==> config.mk <==
export PLATFORM = sky130hd
export DESIGN_NAME = alu_serial_seq
export DESIGN_NICKNAME = d
export VERILOG_FILES = /design/src/rtl/alu_serial_seq.sv
export SDC_FILE = /design/constraint.sdc
export NUM_CORES = 1
export LEC_CHECK = 0
export ABC_AREA = 0
export CAP_MARGIN = 20
export CELL_PAD_IN_SITES_DETAIL_PLACEMENT = 1
export CELL_PAD_IN_SITES_GLOBAL_PLACEMENT = 2
export CORE_UTILIZATION = 28
export CTS_CLUSTER_SIZE = 20
export DETAILED_ROUTE_END_ITERATION = 7
export HOLD_SLACK_MARGIN = 0.15
export PLACE_DENSITY_LB_ADDON = 0.1
export SYNTH_ARGS = -nofsm -noshare
export SYNTH_HDL_FRONTEND = slang
export SYNTH_SLANG_ARGS = --single-unit
==> constraint.sdc <==
create_clock -name i_clk -period 2.1 [get_ports i_clk]
set_input_delay 0.42 -clock i_clk [delete_from_list [all_inputs] [get_ports i_clk]]
set_output_delay 0.42 -clock i_clk [all_outputs]
set_load 0.02 [all_outputs]
==> src/rtl/alu_serial_seq.sv <==
// Bit-serial ALU sequencer: one WIDTH-bit operation executed LSB first on a
// single 1-bit slice, with the slice carry held in a flop between bits.
// cntrl: 000 B, 010 A+B, 011 A-B, 100 A&B, 101 A|B, 110 A^B; 001/111 give 0.
module alu_serial_seq #(
    parameter int unsigned WIDTH = 64
) (
    input  logic             i_clk,
    input  logic             i_reset_n,
    input  logic             i_start,
    input  logic [WIDTH-1:0] i_a,
    input  logic [WIDTH-1:0] i_b,
    input  logic [2:0]       i_cntrl,
    output logic             o_ready,
    output logic             o_done,
    output logic [WIDTH-1:0] o_result,
    output logic             o_zero,
    output logic             o_negative,
    output logic             o_overflow,
    output logic             o_carry_out
);

    localparam int unsigned CW = $clog2(WIDTH);
    localparam logic [CW-1:0] LastIdx = CW'(WIDTH - 1);

    typedef enum logic [1:0] {
        StIdle,
        StRun,
        StDone
    } state_e;

    state_e             r_state;
    state_e             w_state_next;
    logic [CW-1:0]      r_cnt;
    logic [WIDTH-1:0]   r_a_sh;
    logic [WIDTH-1:0]   r_b_sh;
    logic [2:0]         r_op;
    logic               r_carry;
    logic [WIDTH-1:0]   r_result;
    logic               r_zero;
    logic               r_negative;
    logic               r_overflow;
    logic               r_carry_out;

    logic               w_accept;
    logic               w_last;
    logic               w_arith;
    logic               w_b_eff;
    logic               w_sum;
    logic               w_cout;
    logic               w_bit;
    logic [WIDTH-1:0]   w_result_next;

    // 1-bit ALU slice; B is inverted into the adder for subtract
    always_comb begin
        w_arith       = (r_op[2:1] == 2'b01);
        w_b_eff       = r_b_sh[0] ^ r_op[0];
        w_sum         = r_a_sh[0] ^ w_b_eff ^ r_carry;
        w_cout        = (r_a_sh[0] & w_b_eff) | (r_carry & (r_a_sh[0] ^ w_b_eff));
        w_bit         = 1'b0;
        case (r_op)
            3'b000:  w_bit = r_b_sh[0];
            3'b010,
            3'b011:  w_bit = w_sum;
            3'b100:  w_bit = r_a_sh[0] & r_b_sh[0];
            3'b101:  w_bit = r_a_sh[0] | r_b_sh[0];
            3'b110:  w_bit = r_a_sh[0] ^ r_b_sh[0];
            default: w_bit = 1'b0;  // reserved encodings produce zero
        endcase
        w_result_next = {w_bit, r_result[WIDTH-1:1]};
    end

    // Next-state logic and handshake outputs
    always_comb begin
        w_state_next = r_state;
        o_ready      = (r_state != StRun);
        o_done       = (r_state == StDone);
        w_accept     = i_start & o_ready;
        w_last       = (r_state == StRun) && (r_cnt == LastIdx);
        case (r_state)
            StIdle:  if (i_start) w_state_next = StRun;
            StRun:   if (r_cnt == LastIdx) w_state_next = StDone;
            StDone:  w_state_next = i_start ? StRun : StIdle;
            default: w_state_next = StIdle;
        endcase
    end

    // State register
    always_ff @(posedge i_clk or negedge i_reset_n) begin
        if (!i_reset_n) begin
            r_state <= StIdle;
        end else begin
            r_state <= w_state_next;
        end
    end

    // Operand shifters, carry flop, result shifter and flags
    always_ff @(posedge i_clk or negedge i_reset_n) begin
        if (!i_reset_n) begin
            r_cnt       <= '0;
            r_a_sh      <= '0;
            r_b_sh      <= '0;
            r_op        <= 3'b000;
            r_carry     <= 1'b0;
            r_result    <= '0;
            r_zero      <= 1'b1;
            r_negative  <= 1'b0;
            r_overflow  <= 1'b0;
            r_carry_out <= 1'b0;
        end else if (w_accept) begin
            r_a_sh  <= i_a;
            r_b_sh  <= i_b;
            r_op    <= i_cntrl;
            r_cnt   <= '0;
            // Subtract is A + ~B + 1: the +1 enters as the initial carry
            r_carry <= (i_cntrl == 3'b011);
        end else if (r_state == StRun) begin
            r_a_sh   <= {1'b0, r_a_sh[WIDTH-1:1]};
            r_b_sh   <= {1'b0, r_b_sh[WIDTH-1:1]};
            r_carry  <= w_cout;
            r_result <= w_result_next;
            r_cnt    <= r_cnt + CW'(1);
            if (w_last) begin
                // r_carry here is the carry into the MSB
                r_zero      <= (w_result_next == '0);
                r_negative  <= w_bit;
                r_overflow  <= w_arith & (r_carry ^ w_cout);
                r_carry_out <= w_arith & w_cout;
            end
        end
    end

    assign o_result    = r_result;
    assign o_zero      = r_zero;
    assign o_negative  = r_negative;
    assign o_overflow  = r_overflow;
    assign o_carry_out = r_carry_out;

endmodule

Word level (Yosys, flattened, before mapping)
Index checks and enable logic that the tools add are counted.
Cells by class
  add/sub/neg operators: 1
  equality and inequality tests: 13
  muxes and demuxes: 13
  bitwise logic cells: 14
  reductions and logical operators: 9
Operators by type and width (number)
  64-bit two-way mux: 4
  64-bit zero test: 1
  6-bit two-way mux: 2
  3-bit by 2-bit == test with 1-bit output, second input constant: 3
  3-bit == test, second input constant: 3
  6-bit by 1-bit adder with 6-bit output, second input constant: 1
  1-bit bitwise AND: 6
  6-bit == test, second input constant: 1
  2-bit one-hot mux with 3 select lines: 1
  1-bit one-hot mux with 5 select lines: 1
  1-bit XOR: 5
  2-bit by 1-bit == test with 1-bit output, second input constant: 2
  2-bit two-way mux: 2
  2-bit by 1-bit != test with 1-bit output, second input constant: 2
  2-bit AND reduction: 2
  3-bit zero test: 1
  1-bit two-way mux: 3
  3-bit AND reduction: 1
  2-bit == test, second input constant: 1
  2-bit zero test: 1
  2-bit != test, second input constant: 1
  1-bit OR: 2
  2-bit nonzero test: 1
  2-bit OR reduction: 1
  2 further kinds: 2
Storage, ports and cells
  bits in registers: 208
  input port bits: 134
  output and inout bits: 70
  word-level logic and storage cells: 61

Logic depth before layout (Yosys ltp)
  depth in word-level cells: 6
  mapped depth: 6

Least setup slack after synthesis
Ideal clock, no wire load.
  kind: flip-flop to flip-flop
  start point: reg r_state[1]
  end point: reg r_zero, in the netlist o_zero
  setup time: 78 ps
  data arrival time: 1454 ps
  path slack: 568 ps
  cell stages (with the launch flop): 7
  buffers on the path: 1
  period minus slack after synthesis: 1532 ps
  path through: dfrtp_1 > and2b_1 > inv_2 > or3_1 > buf_2 > and2_0 > a31o_1
On the way
  word-level cells in the longest chain between the ends: 4
  elaborated cells between the ends (all ways): 6
  classes of those cells: eq/ne: 2; bitwise: 2; reduce/logical: 2
Ends and longest elaborated chain
  from (decl): line 31  | state_e r_state;
  from (signal assigned): line 90  | r_state <= StIdle;
  from (signal assigned): line 92  | r_state <= w_state_next;
  2-bit by 1-bit != test with 1-bit output: line 75  | o_ready = (r_state != StRun);
  1-bit bitwise AND: line 77  | w_accept = i_start & o_ready;
  1-bit inverter (no source line)
  3-bit AND reduction (no source line) (*)
  to (signal assigned): line 124  | r_zero <= (w_result_next == '0);
  to (decl): line 39  | logic r_zero;
Every way passes the cells marked *; elsewhere a longest branch is shown, timed or not.
A chain may end at the register's enable or synchronous reset.

Worst setup path after layout
  start point: reg r_result[63], in the netlist o_result[63]
  end point: out o_result[63]
RTL lines
  from (decl): line 38  | logic [WIDTH-1:0] r_result;
  from (signal assigned): line 120  | r_result <= w_result_next;
  to (decl): line 15  | output logic [WIDTH-1:0] o_result,
No word-level cell between the ends.

==> impl_metrics.json <==
{
  "power_switching_mw": 4.814,
  "fill_cells": 3547,
  "synth_edf_count": 0,
  "seq_area_um2": 5206,
  "synth_area_per_cell_um2": 9.836,
  "fin_crit_ns": 2.052,
  "syn2layout_area_growth_pct": 38.35,
  "drive_gt1_share_pct": 6.079,
  "root_buffer": "clkbuf_16",
  "grt_max_degree": 103,
  "pin_count": 204,
  "routed_wl_mm": 24.74,
  "crit_arrival_ns": 1.63,
  "cts.sinks": 208,
  "numPortBuffers": 203,
  "cts_tree": "done",
  "setup_violations": 0,
  "syn_inst": 925,
  "globalplace.congestion": 0.7040,
  "synth_nets": 1063,
  "p_clk_share_pct": 29.6,
  "first_pass_iters": 4,
  "ys_async_sr_fraction_pct": 100.0,
  "critPathBufInv": 1,
  "grt_pass1_vias": 7545,
  "cts_setup_buffers": 0,
  "clk_pin_slew_ns": 0.06,
  "rsz0062_at_grt": "false",
  "setup_ws_ns": 0.04764,
  "ys_top_cells_by_area": "dfrtp_1 (57%), mux2i_1 (14%), nand2_1 (14%)",
  "power.share.switching_pct": 32.65,
  "antenna_found_initial": 0,
  "cp_data_required_time_ns": 1.68,
  "finalCritPeriodShare_pct": 97.73,
  "hold_violations": 0,
  "power.total_mw": 14.74,
  "synth_top_area_share_pct": 56.93,
  "antenna_cells": 0,
  "grt_pass1_wl_mm": 41.60,
  "fin_nets": 1257,
  "internal-power_mw": 9.930,
  "tightest_slew_ns": 0.6163,
  "relSlewSlack_pct": 58.53,
  "ant_nets": 0,
  "vias_per_cell": 4.463,
  "path_class": "flip-flop to primary output",
  "powerDensity_nw_per_um2": 1171,
  "slew_violations": 0,
  "route.detailed.drc": 0,
  "clock.fmax_ghz": 0.4872,
  "ys_ff_latch": 208,
  "cts-htree-levels": 1,
  "cts.path.max_buffers": 3,
  "ys_types": 35,
  "leakage_nw": 5.987,
  "final_common_cell": "nand2_1",
  "tns_ns": 0,
  "cts_buffers": 26,
  "multi_input_area_um2": 3617,
  "start_util_pct": 28.61,
  "stdcell_count": 1570,
  "critPathSlowestCell": "clkdlybuf4s50_1",
  "hold_class": "primary input to asynchronous set/reset pin",
  "ys_warn_count": 0,
  "overflow": 0,
  "syn_area_um2": 9099,
  "dominantRegCellSynth": "dfrtp_1",
  "grt_usage_pct": 15.46,
  "rows": 65,
  "place_ws_ns": 0.3092,
  "status": "completed",
  "path_delay_family": "buffers and inverters",
  "pwr-share-comb_pct": 26.7,
  "dp_cells": 1525,
  "fp.dieH_um": 182.3,
  "fin_skew_ns": 0.007251,
  "fp.dieW_um": 182.3,
  "drv_cap": 0,
  "wl_per_cell_um": 15.76,
  "yosysTopAreaCell": "dfrtp_1",
  "drt_iter0_drc": 254,
  "worstPathCellList": "clkdlybuf4s50_1",
  "ir_drop_v": 0.0006443,
  "via_count": 7007,
  "core_area_um2": 31800,
  "die-area_um2": 33220,
  "mostFrequentLayoutCells": "nand2_1 (328), dfrtp_1 (207), clkdlybuf4s50_1 (197), mux2i_1 (129), o21ai_0 (108)",
  "end_kind": "primary output",
  "slowest_delay_ns": 0.67,
  "critPathLaunchType": "flip-flop",
  "critPathMaxFanout": 4,
  "dpl.hpwl_mm": 16.59,
  "p_seq_share_pct": 43.6,
  "clock_latency_ns": 0.52,
  "ys_seq_area_share_pct": 57.22
}
## path summary, 6_finish.rpt
kind	depth (start not counted)	startpoint	end	slack (ns)
worst max register to register	4	r_state[1]$_DFFE_PN0P_	r_a_sh[45]$_DFFE_PN0P_	0.33
worst min-delay path	2	i_reset_n	r_b_sh[49]$_DFFE_PN0P_	0.37
max in group asynchronous	3	i_reset_n	o_zero$_DFFE_PN1P_	1.03
worst max-delay path	1	o_result[63]$_DFFE_PN0P_	o_result[63]	0.05
min in group i_clk	3	i_start	r_state[0]$_DFFE_PN0P_	0.40
worst min register to register	2	o_carry_out$_DFFE_PN0P_	o_carry_out$_DFFE_PN0P_	0.47
## flip-flops by register name, indices dropped and copies added (netlist names)
signal	count
r_carry	1
o_result	64
o_overflow	1
r_cnt	6
o_negative	1
r_b_sh	64
r_a_sh	64
o_zero	1
r_op	3
r_state	2
o_carry_out	1
## logic make-up after synthesis
| family | after synthesis | share of synthesized area, % |
|---|---|---|
| AOI/OAI and AO/OA | 147 | 8.237 |
| buffers and inverters | 65 | 3.053 |
| muxes | 132 | 14.56 |
| DFF | 208 | 57.22 |
| adders and majority gates | 4 | 0.6326 |
| and+or+nand+nor | 366 | 16.01 |
| xor gates and xnor gates | 3 | 0.2888 |
## layout make-up
| cell class | count | share of cell area [%] |
|---|---|---|
| tap | 435 | 4.324 |
| clock inverter | 3 | 0.1193 |
| timing repair buffer | 225 | 18.71 |
| multi-input combinational | 652 | 28.73 |
| sequential | 208 | 41.36 |
| clock buffer | 41 | 6.580 |
| inverter | 6 | 0.1789 |
## power groups by stage
| stage | clock network [mW] | logic, mW | registers (mW) |
|---|---|---|---|
| floorplan | 0 | 1.82 | 6.68 |
| global placement | 0 | 3.96 | 6.49 |
| detailed placement | 0 | 4.03 | 6.51 |
| CTS | 4.54 | 4.05 | 6.46 |
| global route | 4.69 | 4.48 | 6.66 |
| finish | 4.37 | 3.94 | 6.43 |
## Yosys cell counts (2+ instances only)
cell	instances
mux2i_1	129
ha_1	3
o21ai_1	32
nor4_1	16
inv_1	4
buf_1	5
o31ai_1	3
nor2_1	6
xor2_1	2
clkbuf_1	27
nand3_1	2
o22ai_1	2
nand4_1	4
dfrtp_1	207
buf_2	27
o21ai_0	108
mux2_2	3
nand2_1	328
## metrics by stage
| stage | hold WS, ns | utilization (%) | area, um2 |
|---|---|---|---|
| 2_1_floorplan | 0.1244 | - | 9099 |
| 3_3_place_gp | 0.3292 | 36.91 | 11740 |
| 3_5_place_dp | 0.3290 | 36.91 | 11740 |
| 4_1_cts | 0.3727 | 39.58 | 12590 |
| 5_1_grt | 0.3804 | 39.59 | 12590 |
| 6_report | 0.3721 | 39.59 | 12590 |
## timing repair
| action | 4_1_cts | 5_1_grt |
|---|---|---|
| hold buffers | 1 | 0 |
| cloned | 0 | 0 |
| resized for setup | 3 | 1 |
| endpoints found under the hold margin | 76 | 0 |
| pin swaps | 0 | 0 |
| endpoints found under the setup margin | 3 | 1 |
## per-layer routing
layer / routed length (um) / share of wire, % / global-route usage, %
met1: 12030 / 49 / 21.80
met2: 10920 / 44 / 24.05
met5: 0 / 0 / 0
met3: 1241 / 5.0 / 3.353
met4: 548 / 2.2 / 3.765
Power figures use the tool's default switching activity.
==> edit, RTL diff (config.mk and constraints unchanged) <==
Change the parameter `WIDTH` from 64 to 32.
--- a/src/rtl/alu_serial_seq.sv
+++ b/src/rtl/alu_serial_seq.sv
@@ -4,3 +4,3 @@
 module alu_serial_seq #(
-    parameter int unsigned WIDTH = 64
+    parameter int unsigned WIDTH = 32
 ) (
Interface: changed (resized i_a, i_b and o_result); port bits go from 204 to 108. The function was not compared with the original's and may differ.
==> edit against the original RTL <==
Critical path depth grew 2. Worst setup slack gained 100 ps. Global-route usage shrank 1.4 points. Final area shrank 48%. Largest power group unchanged. Area after synthesis shrank 45%. Routed wire length shrank 51%. Clock power shrank 62%. Sequential cell count shrank 97. Power shrank 42%. Highest routed layer is now met5. Cell count shrank 48%. Synthesized cell count shrank 46%.
==> edit: results (changes against the original RTL) <==
The total routing resource utilization after global routing was 14.1% (-1.4 points); the number of buffers on the longest clock path was 2 (-1). The wire length of the first global-routing pass was 20300 µm (-51%). The iteration-0 DRC count of the detailed router came out at 141 (-44%). The proportion of synthesized chip area in sequential cells is 55.4% (-1.8 points). The cell sitting at the root of the clock tree is a clkbuf_16. The via density per instance works out to 4.58 (+2.7%). The share of synthesized registers carrying an async set or reset works out to 100% (unchanged).

The run gives 1370 µV (+110%) as the maximum ir drop on the vdd rail. For the number of antenna repair diodes, the log shows 0 (unchanged). The post-cts sizing count came out at 0 (-3). The via count of the routed design is 3768 (-46%). The cell total after placement is 805 (-47%). The tools report the wire length after detailed routing as 12200 µm (-51%).

The largest driver fanout on the critical path came out at 3 (-1). The run gives 5.94 ps (-1.31 ps) as the final setup skew. The number of CTS-inserted buffers was 9 (-65%); the critical path arrival was 1530 ps (-100 ps). For the post-synthesis net count, the log shows 570 (-46%). In the synthesized netlist the dominant register cell turns out to be dfrtp_1. The logs give 3 (+2) for the number of H-tree branching levels and 167 (+62%) for the maximum number of pins on one net before global-route repair. The via count of the first global-routing pass was 3935 (-48%); the initial antenna violation count was 1 (+1). The count of port buffers added during placement is 107 (-47%), and the net switching power is 3.25 mW (-32%). The number of instances in the synthesized netlist is 495 (-46%), and the worst slack at placement is 411 ps (+102 ps).

Ranked by instance count, the synthesized netlist is headed by nand2_1 (167), dfrtp_1 (110), mux2i_1 (65), o21ai_0 (64), buf_6 (13). The tools report the clock latency on the worst-skew pair as 350 ps (-170 ps). Leakage dissipation: 3.08 nW (-49%). Sorting the synthesized cells by area gives the leading types as dfrtp_1 (55%), mux2i_1 (13%), nand2_1 (12%).

The path class of the tightest hold or removal check is reg2reg. The unique cell type count in the Yosys netlist is 37 (+5.7%), and the placed instance area is 6270 µm² (-47%). The tools report the last weighted congestion value of the routability-driven placer as 0.706 (+0.27%).

The cell with the most instances after synthesis was nand2_1. The logs give 8280 µm (-50%) for the post-detailed-placement half-perimeter wirelength and 667 (-47%) for the number of nets at the end of the flow. The number of setup buffers added after CTS is 0 (unchanged). The transition time at the pin with the least slew margin was 729 ps (+112 ps); the clock edge transition at the registers on the reported setup and hold paths was 70 ps.

The run finished with clean final reports. For the number of iterations in the first detailed-routing pass, the log shows 4 (unchanged). The tools report the count of yosys warnings during synthesis as 0 (unchanged). The share of cells above drive strength 1 came out at 5.03% (-1.1 points).
edit: per-layer routing:
layer  vias up  GRT usage, %  part of all wire (%)
met2        66          22.9                    48
met5         -             0                 0.090
met3        13          3.39                   4.5
met4         2          5.56                   1.4
li1       1845             -                     -
met1      1842          18.0                    46
edit: cells by family (layout without fill, tap and decap cells):
family | count (synthesis) | count (layout) | share of synthesized area, %
DFF | 111 | 111 | 55.4
AOI/OAI and AO/OA | 80 | 80 | 8.38
muxes | 68 | 68 | 13.6
xor gates and xnor gates | 3 | 3 | 0.524
buffers and inverters | 36 | 138 | 5.11
and+or+nand+nor | 192 | 192 | 15.6
adders and majority gates | 5 | 5 | 1.40
edit: final timing paths:
path	startpoint	to	slack, ps	cells past startpoint
min	r_b_sh[1]	r_b_sh[0]	480	2
max reg2reg	r_state[0]	o_negative	370	6
min reg2reg	r_b_sh[1]	r_b_sh[0]	480	2
max in group asynchronous	i_reset_n	o_zero	920	3
max	r_state[0]	o_ready	150	3
min in group asynchronous	i_reset_n	o_result[9]	560	2
edit: what timing repair did:
item	CTS	global route
hold buffers	1	0
setup endpoints to repair	0	0
endpoints found under the hold margin	27	0
edit: worst max-delay path, cell delays in order (launching register included):
cell             delay [ps]
dfrtp_1                 400
nor2b_4                 150
inv_2                    50
clkdlybuf4s50_1         590
edit: cell type report:
type                       instances  area, µm²
clock buffer                      16        282
inverter                           6       22.5
sequential                       111       2780
multi-input combinational        348       1980
tap                              225        282
fill                            1959      10900
timing repair buffer             116       1210
edit: power by group through the flow:
stage	sequential [mW]	clock [mW]	combinational (mW)
after global placement	3.74	0	3.19
final	3.72	1.66	3.21
after detailed placement	3.77	0	3.30
after floorplan	3.92	0	1.91
after CTS	3.74	1.75	3.31
after global routing	3.86	1.81	3.67
